<file path="config.mk">
export PLATFORM = sky130hd
export DESIGN_NAME = seg_readback
export DESIGN_NICKNAME = d
export VERILOG_FILES = /design/src/rtl/seg_readback.sv
export SDC_FILE = /design/constraint.sdc
export NUM_CORES = 1
export LEC_CHECK = 0
export CAP_MARGIN = 20
export CORE_MARGIN = 5
export CORE_UTILIZATION = 25
export CTS_BUF_LIST = sky130_fd_sc_hd__clkbuf_8
export CTS_CLUSTER_DIAMETER = 50
export CTS_CLUSTER_SIZE = 16
export DETAILED_ROUTE_END_ITERATION = 8
export GPL_ROUTABILITY_DRIVEN = 0
export REMOVE_ABC_BUFFERS = 1
export SETUP_SLACK_MARGIN = 0.2
export SYNTH_ARGS = -nofsm -noshare
export SYNTH_HDL_FRONTEND = slang
export SYNTH_SLANG_ARGS = --single-unit
</file>
<file path="constraint.sdc">
create_clock -name clk -period 2.8 [get_ports clk]
set_input_delay 0.28 -clock clk [delete_from_list [all_inputs] [get_ports clk]]
set_output_delay 0.28 -clock clk [all_outputs]
set_load 0.03 [all_outputs]
</file>
<file path="src/rtl/seg_readback.sv">
// Seven-segment readback decoder: filters {an, seg} for stability, decodes each
// committed pattern back to a BCD digit per position, and flags protocol errors.
module seg_readback #(
    parameter int NUM_DIGITS    = 4,
    parameter int STABLE_CYCLES = 4
) (
    input  logic                      clk,
    input  logic                      rst_n,
    input  logic [6:0]                seg,
    input  logic [NUM_DIGITS-1:0]     an,
    input  logic                      clear,
    output logic [4*NUM_DIGITS-1:0]   digits,
    output logic [NUM_DIGITS-1:0]     digit_valid,
    output logic                      frame_done,
    output logic                      err
);

    localparam int SW = NUM_DIGITS + 7;
    localparam int CW = $clog2(STABLE_CYCLES + 1);
    localparam logic [CW-1:0] CNT_MAX    = CW'(STABLE_CYCLES);
    localparam logic [CW-1:0] CNT_COMMIT = CW'(STABLE_CYCLES - 1);

    // Decode result packed as {valid, bad_pattern, nibble}.
    function automatic logic [5:0] decode_seg(input logic [6:0] s);
        logic [5:0] r;
        case (s)
            7'h40:   r = {1'b1, 1'b0, 4'h0};
            7'h79:   r = {1'b1, 1'b0, 4'h1};
            7'h24:   r = {1'b1, 1'b0, 4'h2};
            7'h30:   r = {1'b1, 1'b0, 4'h3};
            7'h19:   r = {1'b1, 1'b0, 4'h4};
            7'h12:   r = {1'b1, 1'b0, 4'h5};
            7'h02:   r = {1'b1, 1'b0, 4'h6};
            7'h78:   r = {1'b1, 1'b0, 4'h7};
            7'h00:   r = {1'b1, 1'b0, 4'h8};
            7'h10:   r = {1'b1, 1'b0, 4'h9};
            7'h7F:   r = {1'b0, 1'b0, 4'hF};
            default: r = {1'b0, 1'b1, 4'hE};
        endcase
        return r;
    endfunction

    logic [SW-1:0]             r_s_q;
    logic [CW-1:0]             r_cnt;
    logic [NUM_DIGITS-1:0]     r_seen;
    logic [4*NUM_DIGITS-1:0]   r_digits;
    logic [NUM_DIGITS-1:0]     r_valid;
    logic                      r_frame;
    logic                      r_err;

    logic                      w_same;
    logic                      w_commit;
    logic [5:0]                w_dec;
    logic [NUM_DIGITS-1:0]     w_an_low;
    logic                      w_single;
    logic                      w_multi;
    logic [CW-1:0]             w_cnt_nxt;
    logic [4*NUM_DIGITS-1:0]   w_digits_nxt;
    logic [NUM_DIGITS-1:0]     w_valid_nxt;
    logic [NUM_DIGITS-1:0]     w_seen_nxt;
    logic                      w_frame_nxt;
    logic                      w_err_set;
    logic                      w_err_nxt;

    // Stability filter, commit decision and per-position update.
    always_comb begin
        w_same       = ({an, seg} == r_s_q);
        w_commit     = w_same && (r_cnt == CNT_COMMIT);
        w_dec        = decode_seg(r_s_q[6:0]);
        w_an_low     = ~r_s_q[SW-1:7];
        w_single     = (w_an_low != '0) &&
                       ((w_an_low & (w_an_low - NUM_DIGITS'(1))) == '0);
        w_multi      = (w_an_low != '0) && !w_single;
        w_digits_nxt = r_digits;
        w_valid_nxt  = r_valid;
        w_seen_nxt   = r_seen;
        w_frame_nxt  = 1'b0;
        w_err_set    = 1'b0;

        if (!w_same) begin
            w_cnt_nxt = '0;
        end else if (r_cnt != CNT_MAX) begin
            w_cnt_nxt = r_cnt + CW'(1);
        end else begin
            w_cnt_nxt = r_cnt;
        end

        if (w_commit && w_single) begin
            for (int i = 0; i < NUM_DIGITS; i++) begin
                w_digits_nxt[4*i +: 4] = w_an_low[i] ? w_dec[3:0] : r_digits[4*i +: 4];
                w_valid_nxt[i]         = w_an_low[i] ? w_dec[5]   : r_valid[i];
            end
            w_seen_nxt = r_seen | w_an_low;
            w_err_set  = w_dec[4];
            if (&w_seen_nxt) begin
                w_frame_nxt = 1'b1;
                w_seen_nxt  = '0;
            end else begin
                w_frame_nxt = 1'b0;
            end
        end else if (w_commit) begin
            // All anodes high is a legal blanked display; only overlap is an error.
            w_err_set = w_multi;
        end else begin
            w_err_set = 1'b0;
        end

        if (w_err_set) begin
            w_err_nxt = 1'b1;
        end else if (clear) begin
            w_err_nxt = 1'b0;
        end else begin
            w_err_nxt = r_err;
        end
    end

    // State and output registers.
    always_ff @(posedge clk or negedge rst_n) begin
        if (!rst_n) begin
            r_s_q    <= '1;
            r_cnt    <= CNT_MAX;
            r_seen   <= '0;
            r_digits <= {NUM_DIGITS{4'hF}};
            r_valid  <= '0;
            r_frame  <= 1'b0;
            r_err    <= 1'b0;
        end else begin
            r_s_q    <= {an, seg};
            r_cnt    <= w_cnt_nxt;
            r_seen   <= w_seen_nxt;
            r_digits <= w_digits_nxt;
            r_valid  <= w_valid_nxt;
            r_frame  <= w_frame_nxt;
            r_err    <= w_err_nxt;
        end
    end

    assign digits      = r_digits;
    assign digit_valid = r_valid;
    assign frame_done  = r_frame;
    assign err         = r_err;

endmodule

</file>
## Word-level counts from Yosys, hierarchy flattened

Index checks and enable logic that the tools add are counted.

| word-level totals | value |
|---|---|
| input bits | 14 |
| flip-flop bits (word level) | 40 |
| output and inout port bits | 22 |
| logic and storage cells | 56 |

| operators by class | value |
|---|---|
| add/subtract/negate cells | 2 |
| reduce and logical (&&, ||, !) cells | 14 |
| mux-type cells | 10 |
| bitwise gates (word level) | 3 |
| equal/unequal tests | 14 |

Operators with widths:

| cell | count |
|---|---|
| 6-bit case mux with 11 select lines | 1 |
| 7-bit == test, second input constant | 4 |
| 7-bit by 5-bit == test with 1-bit output, second input constant | 3 |
| 7-bit by 6-bit == test with 1-bit output, second input constant | 2 |
| 11-bit == test | 1 |
| 2-bit AND reduction | 4 |
| 7-bit by 2-bit == test with 1-bit output, second input constant | 1 |
| 7-bit logical NOT | 1 |
| 1-bit 2-to-1 mux | 6 |
| 3-bit 2-to-1 mux | 2 |
| 4-bit bitwise AND | 1 |
| 1-bit logical AND | 4 |
| 4-bit logical NOT | 1 |
| 4-bit 2-to-1 mux | 1 |
| 4-bit inverter | 1 |
| 4-bit OR | 1 |
| 4-bit AND reduction | 1 |
| 4-bit nonzero test | 1 |
| 4-bit by 1-bit subtractor with 4-bit output, second input constant | 1 |
| 3-bit by 1-bit adder with 3-bit output, second input constant | 1 |
| 3-bit by 2-bit == test with 1-bit output, second input constant | 1 |
| 3-bit != test, second input constant | 1 |
| 2-bit by 1-bit != test with 1-bit output, second input constant | 1 |
| 2-bit nonzero test | 1 |
| 1-bit logical NOT | 1 |

## Longest topological paths before layout

| depth | value |
|---|---|
| word-level depth | 10 |
| gate-level depth with buffers | 6 |
| mapped depth without buffers | 5 |

## Worst setup path after synthesis

No wires, ideal clock.

| timing | value |
|---|---|
| kind | register to register |
| start point | register r_s_q[10] |
| end point | register r_seen[1] |
| arrival time | 2.042 ns |
| slack | 0.639 ns |
| setup time | 0.119 ns |
| clock period less this slack | 2.161 ns |
| stages on the path, launching flop included | 7 |
| data required time | 2.681 ns |
| path buffers | 1 |
| cells stage by stage | dfstp_2 -> buf_2 -> xor2_1 -> nor4_2 -> nand4_4 -> or4_4 -> o21a_1 |

| between the ends | value |
|---|---|
| longest elaborated chain between the ends | 6 |
| elaborated cells on any way between the ends | 12 |
| those cells by class | add/sub (1); eq/ne (1); mux (1); bitwise (3); reduce/logical (6) |

Ends and longest elaborated chain:

| element | line | source |
|---|---|---|
| start, declared | 43 | `logic [SW-1:0] r_s_q;` |
| start signal, assigned | 128 | `r_s_q <= {an, seg};` |
| 4-bit inverter | 70 | `w_an_low = ~r_s_q[SW-1:7];` |
| 4-bit by 1-bit subtractor with 4-bit output | 72 | `((w_an_low & (w_an_low - NUM_DIGITS'(1))) == '0);` |
| 4-bit bitwise AND | 72 |  |
| 4-bit logical NOT | 72 |  |
| 1-bit logical AND | 71 | `w_single = (w_an_low != '0) &&` |
| 1-bit logical AND | 88 | `if (w_commit && w_single) begin` |
| end signal, assigned | 130 | `r_seen <= w_seen_nxt;` |
| end, declared | 45 | `logic [NUM_DIGITS-1:0] r_seen;` |

Several ways; a longest one is shown, not always the timed one.
A chain may end at the register's enable or synchronous reset.

## Worst setup path in the final report

| timing | value |
|---|---|
| start point | register r_s_q[9] |
| end point | register r_valid[0], in the netlist digit_valid[0] |

| between the ends | value |
|---|---|
| longest elaborated chain between the ends | 7 |
| elaborated cells on any way between the ends | 10 |
| those cells by class | add/sub (1); eq/ne (1); bitwise (2); reduce/logical (6) |

Ends and longest elaborated chain:

| element | line | source |
|---|---|---|
| 4-bit inverter | 70 |  |
| 4-bit by 1-bit subtractor with 4-bit output | 72 |  |
| 4-bit bitwise AND | 72 |  |
| 4-bit logical NOT | 72 |  |
| 1-bit logical AND | 71 |  |
| 1-bit logical AND * | 88 |  |
| 2-bit AND reduction (no source line) * | n/a |  |
| end signal, assigned | 132 | `r_valid <= w_valid_nxt;` |
| end, declared | 47 | `logic [NUM_DIGITS-1:0] r_valid;` |

Every way passes the cells marked *; elsewhere a longest branch is shown, timed or not.

==> impl_metrics.ini <==
[clock_tree]
hold_buffers = 0
cts_max_level = 2
path_clk_slew_ns = 0.08
cts_tree = done
insertion_delay_ns = 0.29
cts_buffers = 5
numClockSinks = 40
clock_path_buffers = 2
postCtsSetupBuffers = 0
cts_resized = 0
cts_root_buffer = clkbuf_8

[place]
io_buffers = 35
dp_slack_ns = 0.2251
hpwlAfterDp_um = 2946
dp.cells = 279

[final_layout]
nets = 204
final_cell_mix = clkdlybuf4s50_1 (34), dfstp_2 (28), xor2_1 (13)
layout-drive-gt1-share_pct = 29.79
fin_cells = 287
diodes = 0
layout_commonest_cell = clkdlybuf4s50_1
syn_to_final_growth_pct = 27.31

[hold_path]
min_path_type = input port to asynchronous set/reset pin

[timing]
finClkSkew_ns = 0.009186
period_minus_slack_ns = 2.361
period_share_pct = 84.33
fin_setup_tns_ns = 0
worst_slew_margin_rel_pct = 42.39
setup_slack_ns = 0.4388
report.final.slew_viol_count = 0
rsz0062_at_grt = no
setup_violations = 0
worst_pin_slew_ns = 0.8641
whs_ns = 0.1044
hold_violations = 0
fmaxAchievable_mhz = 423.5

[pwr]
vdd_drop_max_mv = 0.1770
power_mw = 1.082
power_density_nw_per_um2 = 446.1
p_comb_share_pct = 7.0
switching_share_pct = 23.79
p_int_mw = 0.8248
p_sw_mw = 0.2575
p_leak_nw = 0.9998
pwr-share-seq_pct = 56.6
clock_power_share_pct = 36.4

[critical_path]
worst-path-buf-inv = 0
cp-end-kind = register
crit_fanout = 7
reg2reg_slack_ns = 0.44
startpoint_type = register
cp_slowest_stage_delay_ns = 0.64
arrival_ns = 2.54
r2r_cells = 5
critPathTopFamily = simple AND/OR/NAND/NOR gates
cp_slowest_cell = dfstp_2
path_cells = xor2_1 > nor4_2 > nand4_4 > nor3_4 > mux2_1
worstReg2RegEnd = digit_valid[0]$_DFFE_PN0P_
path_class = register to register
critPathRequiredTime_ns = 2.98
crit-reg2reg-launch = r_s_q[9]$_DFF_PN1_

[global_routing]
grt_pass1_vias = 1324
grt_max_degree = 41
grt_pass1_wl_um = 7031
track_usage_pct = 9.315
antenna_found_initial = 0
gr-total-overflow = 0

[floorplanning]
core-area_um2 = 7331
die_w_um = 97.31
rows = 31
start_util_pct = 25.99
dieArea_um2 = 9468
io_pins = 36
die_h_um = 97.31

[synthesis]
synth_warnings = 0
yosysUniqueCellTypes = 37
async_flop_share_pct = 100.0
yosysSeqAreaShare_pct = 54.37
synthFlopType = dfstp_2
synth_area_leaders = dfstp_2 (39%), dfrtp_1 (16%), mux2_2 (7.1%)
syn_avg_cell_area_um2 = 12.62
synth_cells = 151
yosysTopAreaCell = dfstp_2
yosys_register_bits = 40
synth_edf_count = 0
synth_top_area_share_pct = 38.61
syn-cell-area_um2 = 1906

[routing]
drt_iter0_drc = 47
drt_wl_total_um = 4038
vias_per_cell = 4.286
vias = 1230
antenna_left = 0
drcViolationCount = 0
wl_per_cell_um = 14.07
firstDrtPassIters = 3

[job]
drv_cap = 0

[run_status]
run_status = completed
-- metrics by stage --
step	util, %	area [um2]
2_1_floorplan	-	1863
3_3_place_gp	31.81	2332
3_5_place_dp	31.81	2332
4_1_cts	33.09	2426
5_1_grt	33.09	2426
6_report	33.09	2426
-- cell usage after synthesis, types with 2 or more instances --
cell type,count
a21oi_1,2
buf_2,4
buf_6,2
dfrtp_1,12
dfstp_2,28
ha_1,3
inv_1,9
mux2_1,8
mux2_2,12
nand2_1,11
nand3_1,7
nand4_1,3
nor2_1,3
nor3_1,4
nor3_4,3
nor4_2,2
o21a_1,4
o22ai_1,3
xor2_1,13
-- power by group through the flow --
stage / clock (mW) / sequential, mW / combinational, mW
2_1_floorplan: 0 / 0.617 / 0.0367
3_3_place_gp: 0 / 0.622 / 0.0770
3_5_place_dp: 0 / 0.622 / 0.0769
4_1_cts: 0.412 / 0.612 / 0.0778
5_1_grt: 0.436 / 0.615 / 0.0859
6_report: 0.394 / 0.613 / 0.0761
-- final cells by class --
cell class                      instances  area, um2
Fill cell                             729       4905
Sequential cell                        40       1036
Multi-Input combinational cell         96      793.3
Timing Repair Buffer                   35      345.3
Tap cell                               99      123.9
Clock buffer                            6      82.58
Inverter                                9      33.78
Clock inverter                          2      11.26
-- state kept, by name, summed over array words and instances, names as in the netlist --
register / count
digit_valid: 4
digits: 16
err: 1
frame_done: 1
r_cnt: 3
r_s_q: 11
r_seen: 4
-- kinds of logic after synthesis --
kind of cell             share of synthesized area [%]
adder cells (fa/ha/maj)                          2.495
buffers and inverters                            4.005
multiplexers                                     11.82
AND/OR/NAND/NOR                                  14.64
AO/OA/AOI/OAI                                    6.238
flip-flops                                       54.37
XOR/XNOR                                         6.435
-- metal layers --
| metal | part of all wire (%) | global-route usage [%] |
|---|---|---|
| met5 | 0 | 0 |
| met4 | 1.8 | 3.834 |
| met3 | 3.0 | 2.369 |
| met2 | 47 | 14.81 |
| met1 | 48 | 12.06 |
-- worst max-delay path by stage --
stage                            start                         end  depth (start not counted)
floorplan           r_s_q[9]$_DFF_PN1_       r_seen[1]$_DFFE_PN0P_                          5
global placement                 an[2]  digit_valid[0]$_DFFE_PN0P_                          6
detailed placement               an[2]  digit_valid[0]$_DFFE_PN0P_                          6
CTS                 r_s_q[9]$_DFF_PN1_  digit_valid[0]$_DFFE_PN0P_                          5
global route        r_s_q[9]$_DFF_PN1_  digit_valid[0]$_DFFE_PN0P_                          5
finish              r_s_q[9]$_DFF_PN1_  digit_valid[0]$_DFFE_PN0P_                          5
(Power assumes the default switching activity.)
